$ cat src/rtl/ghash_hkey_sched.sv
// ghash_hkey_sched
//   Derives the GHASH key powers H^2 and H^4 (and H^3 when GHASH_H3_EN is
//   defined) from hash key H by driving a shared GF(2^128) multiplier over a
//   start/done handshake. Published keys never change while the GHASH engine
//   reports busy; a key arriving then is parked until the engine goes idle.
//
//   Optional feature macro: GHASH_H3_EN (adds h3 output and ISSUE3/WAIT3).
//
//   Ports
//     clk, rst            clock (rising edge), asynchronous active-low reset
//     hkey_i, hkey_valid  new hash key H, one-cycle pulse
//     clear               synchronous: invalidate keys, zero them, clear error
//     ghash_busy          GHASH engine is consuming h1/h2/h4
//     mul_start           one-cycle multiplier request (high in ISSUE states)
//     mul_a, mul_b        multiplier operands, held from start until done
//     mul_done, mul_res   multiplier completion pulse and product
//     h1, h2, (h3,) h4    H, H^2, (H^3,) H^4
//     h_valid             key outputs valid and stable
//     sched_busy          scheduler working or holding a parked key
//     error_o             sticky multiplier timeout
module ghash_hkey_sched #(
    parameter int unsigned TIMEOUT = 64
) (
    input  logic         clk,
    input  logic         rst,
    input  logic [127:0] hkey_i,
    input  logic         hkey_valid,
    input  logic         clear,
    input  logic         ghash_busy,
    output logic         mul_start,
    output logic [127:0] mul_a,
    output logic [127:0] mul_b,
    input  logic         mul_done,
    input  logic [127:0] mul_res,
    output logic [127:0] h1,
    output logic [127:0] h2,
`ifdef GHASH_H3_EN
    output logic [127:0] h3,
`endif
    output logic [127:0] h4,
    output logic         h_valid,
    output logic         sched_busy,
    output logic         error_o
);

    localparam int unsigned   CW  = $clog2(TIMEOUT + 1);
    localparam logic [CW-1:0] TMO = CW'(TIMEOUT);

    typedef enum logic [3:0] {
        S_IDLE, S_ISSUE1, S_WAIT1, S_ISSUE2, S_WAIT2,
`ifdef GHASH_H3_EN
        S_ISSUE3, S_WAIT3,
`endif
        S_READY, S_PEND, S_DRAIN, S_ERR
    } state_t;

    state_t        r_state, w_next, w_after_issue, w_after_wait;
    logic [CW-1:0] r_cnt, w_cnt_inc;
    logic [127:0]  r_h1, r_h2, r_h4, r_mul_a, r_mul_b, r_pend_key, w_key;
`ifdef GHASH_H3_EN
    logic [127:0]  r_h3;
`endif
    logic          r_pend, r_h_valid, r_sched_busy, r_error;
    logic          w_issue, w_wait_op, w_in_wait, w_tmo;
    logic          w_load, w_pend_wr, w_cap, w_err;

    // Per-state successors of the ISSUE/WAIT chain.
    always_comb begin
        w_issue       = 1'b0;
        w_wait_op     = 1'b0;
        w_after_issue = S_WAIT1;
        w_after_wait  = S_READY;
        case (r_state)
            S_ISSUE1: begin w_issue = 1'b1; w_after_issue = S_WAIT1; end
            S_ISSUE2: begin w_issue = 1'b1; w_after_issue = S_WAIT2; end
            S_WAIT1:  begin w_wait_op = 1'b1; w_after_wait = S_ISSUE2; end
            S_WAIT2: begin
                w_wait_op = 1'b1;
`ifdef GHASH_H3_EN
                w_after_wait = S_ISSUE3;
`endif
            end
`ifdef GHASH_H3_EN
            S_ISSUE3: begin w_issue = 1'b1; w_after_issue = S_WAIT3; end
            S_WAIT3:  begin w_wait_op = 1'b1; end
`endif
            default: ;
        endcase
    end

    assign w_in_wait = w_wait_op || (r_state == S_DRAIN);
    assign w_cnt_inc = r_cnt + 1'b1;
    assign w_tmo     = (w_cnt_inc == TMO);

    always_comb begin
        w_next    = r_state;
        w_load    = 1'b0;
        w_key     = hkey_i;
        w_pend_wr = 1'b0;
        w_cap     = 1'b0;
        w_err     = 1'b0;
        if (clear) begin
            w_next = S_IDLE;
        end else if (w_issue) begin
            // mul_start is already out this cycle, so a new key must wait for that op in DRAIN.
            if (hkey_valid) begin
                w_pend_wr = 1'b1;
                w_next    = S_DRAIN;
            end else begin
                w_next = w_after_issue;
            end
        end else if (w_wait_op) begin
            if (mul_done) begin
                if (hkey_valid) begin
                    // Product belongs to the superseded key: drop it and restart.
                    w_load = 1'b1;
                    w_next = S_ISSUE1;
                end else begin
                    w_cap  = 1'b1;
                    w_next = w_after_wait;
                end
            end else if (w_tmo) begin
                w_err  = 1'b1;
                w_next = S_ERR;
            end else if (hkey_valid) begin
                w_pend_wr = 1'b1;
                w_next    = S_DRAIN;
            end
        end else begin
            case (r_state)
                S_IDLE: begin
                    if (hkey_valid) begin
                        w_load = 1'b1;
                        w_next = S_ISSUE1;
                    end
                end
                S_READY: begin
                    if (hkey_valid) begin
                        if (ghash_busy) begin
                            w_pend_wr = 1'b1;
                            w_next    = S_PEND;
                        end else begin
                            w_load = 1'b1;
                            w_next = S_ISSUE1;
                        end
                    end
                end
                S_PEND: begin
                    w_pend_wr = hkey_valid;
                    if (!ghash_busy) begin
                        w_load = 1'b1;
                        w_key  = hkey_valid ? hkey_i : r_pend_key;
                        w_next = S_ISSUE1;
                    end
                end
                S_DRAIN: begin
                    if (mul_done) begin
                        if (hkey_valid || r_pend) begin
                            w_load = 1'b1;
                            w_key  = hkey_valid ? hkey_i : r_pend_key;
                            w_next = S_ISSUE1;
                        end else begin
                            w_next = S_IDLE;
                        end
                    end else if (w_tmo) begin
                        w_err  = 1'b1;
                        w_next = S_ERR;
                    end else if (hkey_valid) begin
                        w_pend_wr = 1'b1;
                    end
                end
                default: ; // S_ERR is left only through clear or reset
            endcase
        end
    end

    always_ff @(posedge clk or negedge rst) begin
        if (!rst) r_state <= S_IDLE;
        else      r_state <= w_next;
    end

    // Counter restarts on every entry into a wait state and runs while there.
    always_ff @(posedge clk or negedge rst) begin
        if (!rst)                              r_cnt <= '0;
        else if (w_in_wait && w_next == r_state) r_cnt <= w_cnt_inc;
        else                                   r_cnt <= '0;
    end

    always_ff @(posedge clk or negedge rst) begin
        if (!rst) begin
            r_h1 <= '0; r_h2 <= '0; r_h4 <= '0;
`ifdef GHASH_H3_EN
            r_h3 <= '0;
`endif
            r_mul_a <= '0; r_mul_b <= '0; r_pend_key <= '0; r_pend <= 1'b0;
        end else if (clear) begin
            r_h1 <= '0; r_h2 <= '0; r_h4 <= '0;
`ifdef GHASH_H3_EN
            r_h3 <= '0;
`endif
            r_mul_a <= '0; r_mul_b <= '0; r_pend_key <= '0; r_pend <= 1'b0;
        end else begin
            if (w_pend_wr) begin
                r_pend_key <= hkey_i;
                r_pend     <= 1'b1;
            end
            if (w_load) begin
                r_h1    <= w_key;
                r_mul_a <= w_key;
                r_mul_b <= w_key;
                r_pend  <= 1'b0;
            end
            if (w_cap) begin
                case (r_state)
                    S_WAIT1: begin
                        r_h2    <= mul_res;
                        r_mul_a <= mul_res;
                        r_mul_b <= mul_res;
                    end
                    S_WAIT2: begin
                        r_h4 <= mul_res;
`ifdef GHASH_H3_EN
                        r_mul_a <= r_h2;
                        r_mul_b <= r_h1;
`endif
                    end
`ifdef GHASH_H3_EN
                    S_WAIT3: r_h3 <= mul_res;
`endif
                    default: ;
                endcase
            end
        end
    end

    always_ff @(posedge clk or negedge rst) begin
        if (!rst) begin
            r_h_valid    <= 1'b0;
            r_sched_busy <= 1'b0;
            r_error      <= 1'b0;
        end else begin
            r_h_valid    <= (w_next == S_READY) || (w_next == S_PEND);
            r_sched_busy <= !((w_next == S_IDLE) || (w_next == S_READY) || (w_next == S_ERR));
            if (clear)      r_error <= 1'b0;
            else if (w_err) r_error <= 1'b1;
        end
    end

    assign mul_start  = w_issue;
    assign mul_a      = r_mul_a;
    assign mul_b      = r_mul_b;
    assign h1         = r_h1;
    assign h2         = r_h2;
`ifdef GHASH_H3_EN
    assign h3         = r_h3;
`endif
    assign h4         = r_h4;
    assign h_valid    = r_h_valid;
    assign sched_busy = r_sched_busy;
    assign error_o    = r_error;

endmodule

$ cat config.mk
export PLATFORM = sky130hd
export DESIGN_NAME = ghash_hkey_sched
export DESIGN_NICKNAME = d
export VERILOG_FILES = /design/src/rtl/ghash_hkey_sched.sv
export SDC_FILE = /design/constraint.sdc
export NUM_CORES = 1
export LEC_CHECK = 0
export CORE_AREA = 5 5 346 348
export CTS_BUF_LIST = sky130_fd_sc_hd__clkbuf_2
export CTS_CLUSTER_DIAMETER = 120
export DETAILED_ROUTE_END_ITERATION = 10
export DIE_AREA = 0 0 351 353
export PLACE_DENSITY = 0.64
export SLEW_MARGIN = 0
export SYNTH_ARGS = -nofsm -noshare
export SYNTH_HDL_FRONTEND = slang
export SYNTH_SLANG_ARGS = --single-unit
$ cat constraint.sdc
create_clock -name clk -period 6.5 [get_ports clk]
set_clock_uncertainty 0.05 [all_clocks]
set_input_delay 1.95 -clock clk [delete_from_list [all_inputs] [get_ports clk]]
set_output_delay 1.95 -clock clk [all_outputs]
set_load 0.05 [all_outputs]
-- Word-level counts from Yosys, hierarchy flattened
Index checks and enable logic that the tools add are counted.
- bits in registers: 783
- logic and storage cells: 125
- add/sub/neg operators: 1
- equality and inequality tests: 12
- muxes and demuxes: 80
- reductions and logical operators: 20
- operator list (kind ; number):
    two-way mux 128 bit ; 24
    one-hot mux 128 bit (2 select lines) ; 1
    two-way mux 4 bit ; 11
    two-way mux 1 bit ; 35
    equality test 4 x 3 -> 1 bit (second input constant) ; 6
    one-hot mux 4 bit (4 select lines) ; 1
    two-way mux 3 bit ; 5
    nonzero test 2 bit ; 6
    equality test 4 x 2 -> 1 bit (second input constant) ; 2
    logical NOT 4 bit ; 2
    adder 7 x 1 -> 7 bit (second input constant) ; 1
    equality test 7 bit (second input constant) ; 1
    two-way mux 7 bit ; 1
    logical OR 1 bit ; 5
    equality test 4 x 1 -> 1 bit (second input constant) ; 1
    equality test 4 bit ; 1
    equality test 4 bit (second input constant) ; 1
    one-hot mux 1 bit (4 select lines) ; 1
    AND reduction 2 bit ; 2
    OR reduction 2 bit ; 2
    one-hot mux 1 bit (3 select lines) ; 1
    nonzero test 3 bit ; 1
    logical AND 1 bit ; 1
    logical NOT 1 bit ; 1

-- Logic depth before layout (Yosys ltp)
Gate-level depths: netlist (run 1).
- depth after elaboration: 12
- mapped depth: 10

-- Least setup slack after synthesis (run 1)
OpenSTA, ideal clock, no wires.
- path kind: input to register
- start: input port mul_done
- end: register r_mul_a[100] (netlist: mul_a[100])
- arrival time: 3.401 ns
- required time: 6.314 ns
- slack: 2.912 ns
- stages on the path: 10
- buffers on the path: 3
- cell sequence: buf_2 > and4bb_2 > a31oi_1 > o2bb2ai_1 > a21oi_2 > buf_2 > buf_2 > nand2_1 > o211ai_1 > a21oi_1
- longest elaborated chain between the ends: 9
- elaborated cells between the ends (all ways): 18
- those cells by class: 18 x mux
- RTL lines (element ; RTL line ; RTL):
    from (decl) ; 33 ; input logic mul_done,
    two-way mux 1 bit ; 157 ; if (mul_done) begin
    one-hot mux 1 bit (4 select lines) ; 130 ; case (r_state)
    two-way mux 1 bit ; 112 ; end else if (w_wait_op) begin
    two-way mux 1 bit ; 104 ; end else if (w_issue) begin
    two-way mux 1 bit ; 102 ; if (clear) begin
    two-way mux 128 bit ; 207 ; if (w_load) begin
    two-way mux 128 bit ; 214 ; case (r_state)
    two-way mux 128 bit (*) ; 213 ; if (w_cap) begin
    two-way mux 128 bit (*) ; 196 ; end else if (clear) begin
    to (signal assigned) ; 209 ; r_mul_a <= w_key;
    to (signal assigned) ; 217 ; r_mul_a <= mul_res;
    to (decl) ; 59 ; logic [127:0] r_h1, r_h2, r_h4, r_mul_a, r_mul_b, r_pend_key, w_key;
Mark *: on every way between the ends. The rest lies on a longest branch, timed or not.
A chain may end at the register's enable or synchronous reset.

-- Worst setup path in the final report (run 1)
- start: register r_state[0]
- end: output port mul_start
- longest elaborated chain between the ends: 3
- elaborated cells between the ends (all ways): 4
- those cells by class: 2 x eq/ne; 1 x mux; 1 x reduce/logical
- RTL lines (element ; RTL line ; RTL):
    from (decl) ; 57 ; state_t r_state, w_next, w_after_issue, w_after_wait;
    from (signal assigned) ; 179 ; else r_state <= w_next;
    equality test 4 x 2 -> 1 bit / equality test 4 x 1 -> 1 bit (equally long branches) ; 73 ; case (r_state)
    OR reduction 2 bit (no source line) (*) ; -- ;
    two-way mux 1 bit (*) ; 73 ;
    to (decl) ; 30 ; output logic mul_start,
Marked as above.

==> results by group, run 1 <==
Critical path
  – Worst Setup Path Type: flop to primary output
  – R2r setup slk: 3.02 ns
  – Crit path required time: 4.50 ns
  – Worst R2R Path Depth: 8
  – CP arrival: 3.70 ns
  – Slowest Stage Delay on Critical Path: 0.87 ns
  – Critical R2R Launch: r_state[1]
  – WP buf/inv: 2
  – Worst setup EP type: primary output
  – CP cell instances: nand2_1, inv_1, clkdlybuf4s50_1
  – Worst Path Max Fanout: 24
  – Worst path slowest cell: clkdlybuf4s50_1
  – Capture point of the worst reg-to-reg path: mul_a[72]
  – Worst setup SP type: flop
  – Cell family with most CP delay: buffers and inverters
  – Cell count along the critical path: 3

Yosys
  – Sequential fraction of the synthesis area: 60.08%
  – Dominant cells by area after synthesis: dfrtp_1 60%, nand2_1 10%, a21oi_1 9.9%
  – Compound-Gate Fraction of Synth Area: 18.83%
  – Yosys reg bits: 783
  – Dominant cell type by area after synthesis: dfrtp_1
  – XOR/XNOR Fraction of Synth Area: 0.1880%
  – Largest family of logic cells by synthesized area: compound AO/OA/AOI/OAI gates
  – Top FF cell, synth: dfrtp_1
  – EDFF count, synth: 0
  – Synthesized instance count: 3376
  – Synth top area share: 60.08%
  – Post-Syn Nets: 3639
  – Adder-cell share of the synthesized area: 0.03836%
  – Simple-Gate Fraction of Synth Area: 12.98%
  – Synthesized cell area: 0.03262 mm2
  – Ys async rst share: 100.0%
  – Ys Warns: 0
  – Avg Inst Size Synth: 9.661 um2
  – Post-synthesis mux area share: 3.959%
  – Post-synth cell types: 55

Clock tree
  – Hold-fix buffers, CTS: 0
  – H-tree depth: 4
  – Clk buf depth: 3
  – Clock Sink Count: 783
  – CTS tree: built
  – Num CTS Buffers: 208
  – Clock slew seen by the registers of the worst setup and hold paths: 0.10 ns
  – Clock tree root driver cell: clkbuf_2
  – Setup Fix Bufs, Post-CTS: 0
  – CTS resizes: 0
  – Clock Latency Late Sink: 1.52 ns

Cells and area
  – Share of cells above drive strength 1: 9.261%
  – Filler Cells Inserted: 11611
  – Design area: 0.04515 mm2
  – Area delta synth->final: 38.43%
  – Final non-filler cell total: 5980
  – Nets: 4534
  – Final Util: 38.96%

GRT
  – Gr ovfl total: 0
  – Largest net degree at the start of global routing: 212
  – Total GRT Usage: 21.50%
  – First-pass GRT wire length: 200.6 mm
  – Vias in the first global route: 29788
  – Initial antenna violation count: 42

Place
  – Setup WS pre-CTS: 1.504 ns
  – Dpl hpwl: 98.30 mm
  – Post-DP Area: 0.04317 mm2
  – PortBufs: 905
  – Placer Congestion: 0.8797
  – Placed Instances: 5585

Die
  – Initial Utilization: 28.14%
  – Die ar.: 0.1239 mm2
  – Row count: 125
  – IO Pins: 906
  – Die Width: 351 um
  – Die H: 353 um
  – Core Region: 0.1159 mm2

Drt
  – Routed vias/inst: 5.000
  – Wire per inst: 23.01 um
  – Total Wirelength: 137.6 mm
  – DRC viols: 0
  – Antenna viol nets, final: 0
  – Pre-antenna DRT Iters: 6
  – Total vias in the final route: 29900
  – Initial drt markers: 2226

Pwr
  – Total power: 21.45 mW
  – P_sw: 10.49 mW
  – P_int: 10.96 mW
  – Switching share of power: 48.88%
  – PwrDens: 475.1 mW/mm2
  – Share of power burned in registers: 32.5%
  – Clock share of power: 16.8%
  – Max VDD drop: 0.3539 mV
  – Comb pwr share: 50.7%
  – Leakage power: 18.49 nW

Timing
  – Slew margin rel.: 22.09%
  – Fin crit period: 5.703 ns
  – Max Freq: 175.4 MHz
  – Setup TNS: 0 ns
  – Slew Limit Fails: 0
  – Worst-margin pin slew: 1.169 ns
  – RSZ-0062 raised after global routing: false
  – Final count of hold timing violations: 0
  – Min setup slack post-route: 0.7971 ns
  – Fin crit share: 87.74%
  – Worst hold slack: 0.4186 ns
  – Setup-failing EPs final: 0

Run status
  – Status: complete, no violations

Worst hold path
  – Hold Crit Class: input pin to async pin

Job
  – Max Cap Viol: 0
==> state kept, by name, summed over array words and instances (netlist names), 4 cells and up <==
signal / count
h1: 128
h2: 128
h4: 128
mul_a: 128
mul_b: 128
r_pend_key: 128
r_cnt: 7
r_state: 4
==> Yosys cell counts (6+ instances only) <==
library cell / count
nor2_1: 144
buf_1: 23
mux2i_1: 129
dfrtp_1: 783
nor3_1: 11
nand2b_1: 6
buf_2: 94
a21oi_1: 646
nand2_1: 911
o21ai_0: 138
inv_1: 7
buf_4: 14
clkbuf_1: 148
o211ai_1: 260
==> worst max-delay path by stage <==
stage	startpoint	endpoint	slack, ns
after floorplan	mul_done	mul_a[100]	2.91
after detailed placement	hkey_valid	mul_b[43]	1.50
after CTS	r_state[0]	mul_start	0.48
after global routing	r_state[0]	mul_start	0.39
final	r_state[0]	mul_start	0.80
after global placement	mul_done	mul_a[65]	1.57
==> power groups by stage <==
stage | combinational (mW) | sequential (mW) | clock (mW)
floorplan | 3.09 | 10.6 | 0
CTS | 10.9 | 6.95 | 3.74
finish | 10.9 | 6.97 | 3.61
global placement | 10.8 | 7.00 | 0
global route | 11.4 | 7.10 | 4.01
detailed placement | 10.9 | 7.01 | 0
==> worst register-to-register path, cell delays in order (launching register included) <==
cell	delay, ns
dfrtp_1	0.87
nor2b_1	0.33
a31oi_1	0.12
o2bb2ai_1	0.19
a21oi_4	0.63
buf_12	0.46
nand2_1	0.38
o211ai_1	0.15
a21oi_1	0.09
==> area by class of cell <==
cell class	count	area (um2)	share of cell area, %
antenna	29	72.57	0.1607
clock buffer	305	1526	3.381
clock inverter	61	379.1	0.8397
inverter	8	30.03	0.06651
multi-input combinational	2303	11790	26.12
sequential	783	19590	43.40
tap	1524	1907	4.223
timing repair buffer	967	9847	21.81
==> placed cells by master (no fill, tap or decap), types with 4 or more instances in the layout <==
| cell | synthesis | final |
|---|---|---|
| clkinv_4 | 0 | 5 |
| nand2b_1 | 6 | 6 |
| xor2_1 | 4 | 4 |
| nand2_1 | 911 | 911 |
| o211ai_1 | 260 | 260 |
| diode_2 | 0 | 29 |
| dfrtp_1 | 783 | 783 |
| clkinv_2 | 0 | 10 |
| inv_1 | 7 | 7 |
| o21ai_0 | 138 | 138 |
| clkinv_1 | 1 | 39 |
| a311oi_1 | 4 | 4 |
| bufinv_16 | 0 | 4 |
| clkdlybuf4s50_1 | 0 | 903 |
| buf_12 | 0 | 25 |
| clkbuf_2 | 0 | 305 |
| a21oi_1 | 646 | 646 |
| mux2i_1 | 129 | 129 |
| nor3_1 | 11 | 10 |
| nor2_1 | 144 | 144 |
| buf_4 | 14 | 37 |
==> metal layers <==
layer | part of all wire [%] | global-route usage [%] | vias up
li1 | - | - | 13552
met1 | 39 | 25.95 | 14731
met2 | 47 | 34.09 | 1366
met3 | 11 | 8.528 | 237
met4 | 3.7 | 9.216 | 14
met5 | 0.067 | 0 | -
==> logic make-up (layout without fill, tap and decap cells) <==
group | after synthesis | after routing
other | 0 | 29
flip-flops | 783 | 783
AO/OA/AOI/OAI | 1072 | 1072
AND/OR/NAND/NOR | 1094 | 1094
buffers and inverters | 290 | 1341
multiplexers | 129 | 129
XOR/XNOR | 7 | 7
adder cells (fa/ha/maj) | 1 | 1
No activity file was read; power rests on OpenSTA's default activity.
==> run 2: changes to the inputs <==
Settings changed: CTS_CLUSTER_DIAMETER 120 to unset.
==> results of run 2 <==
No change in the layout: final DEF, timing and power equal those of run 1.
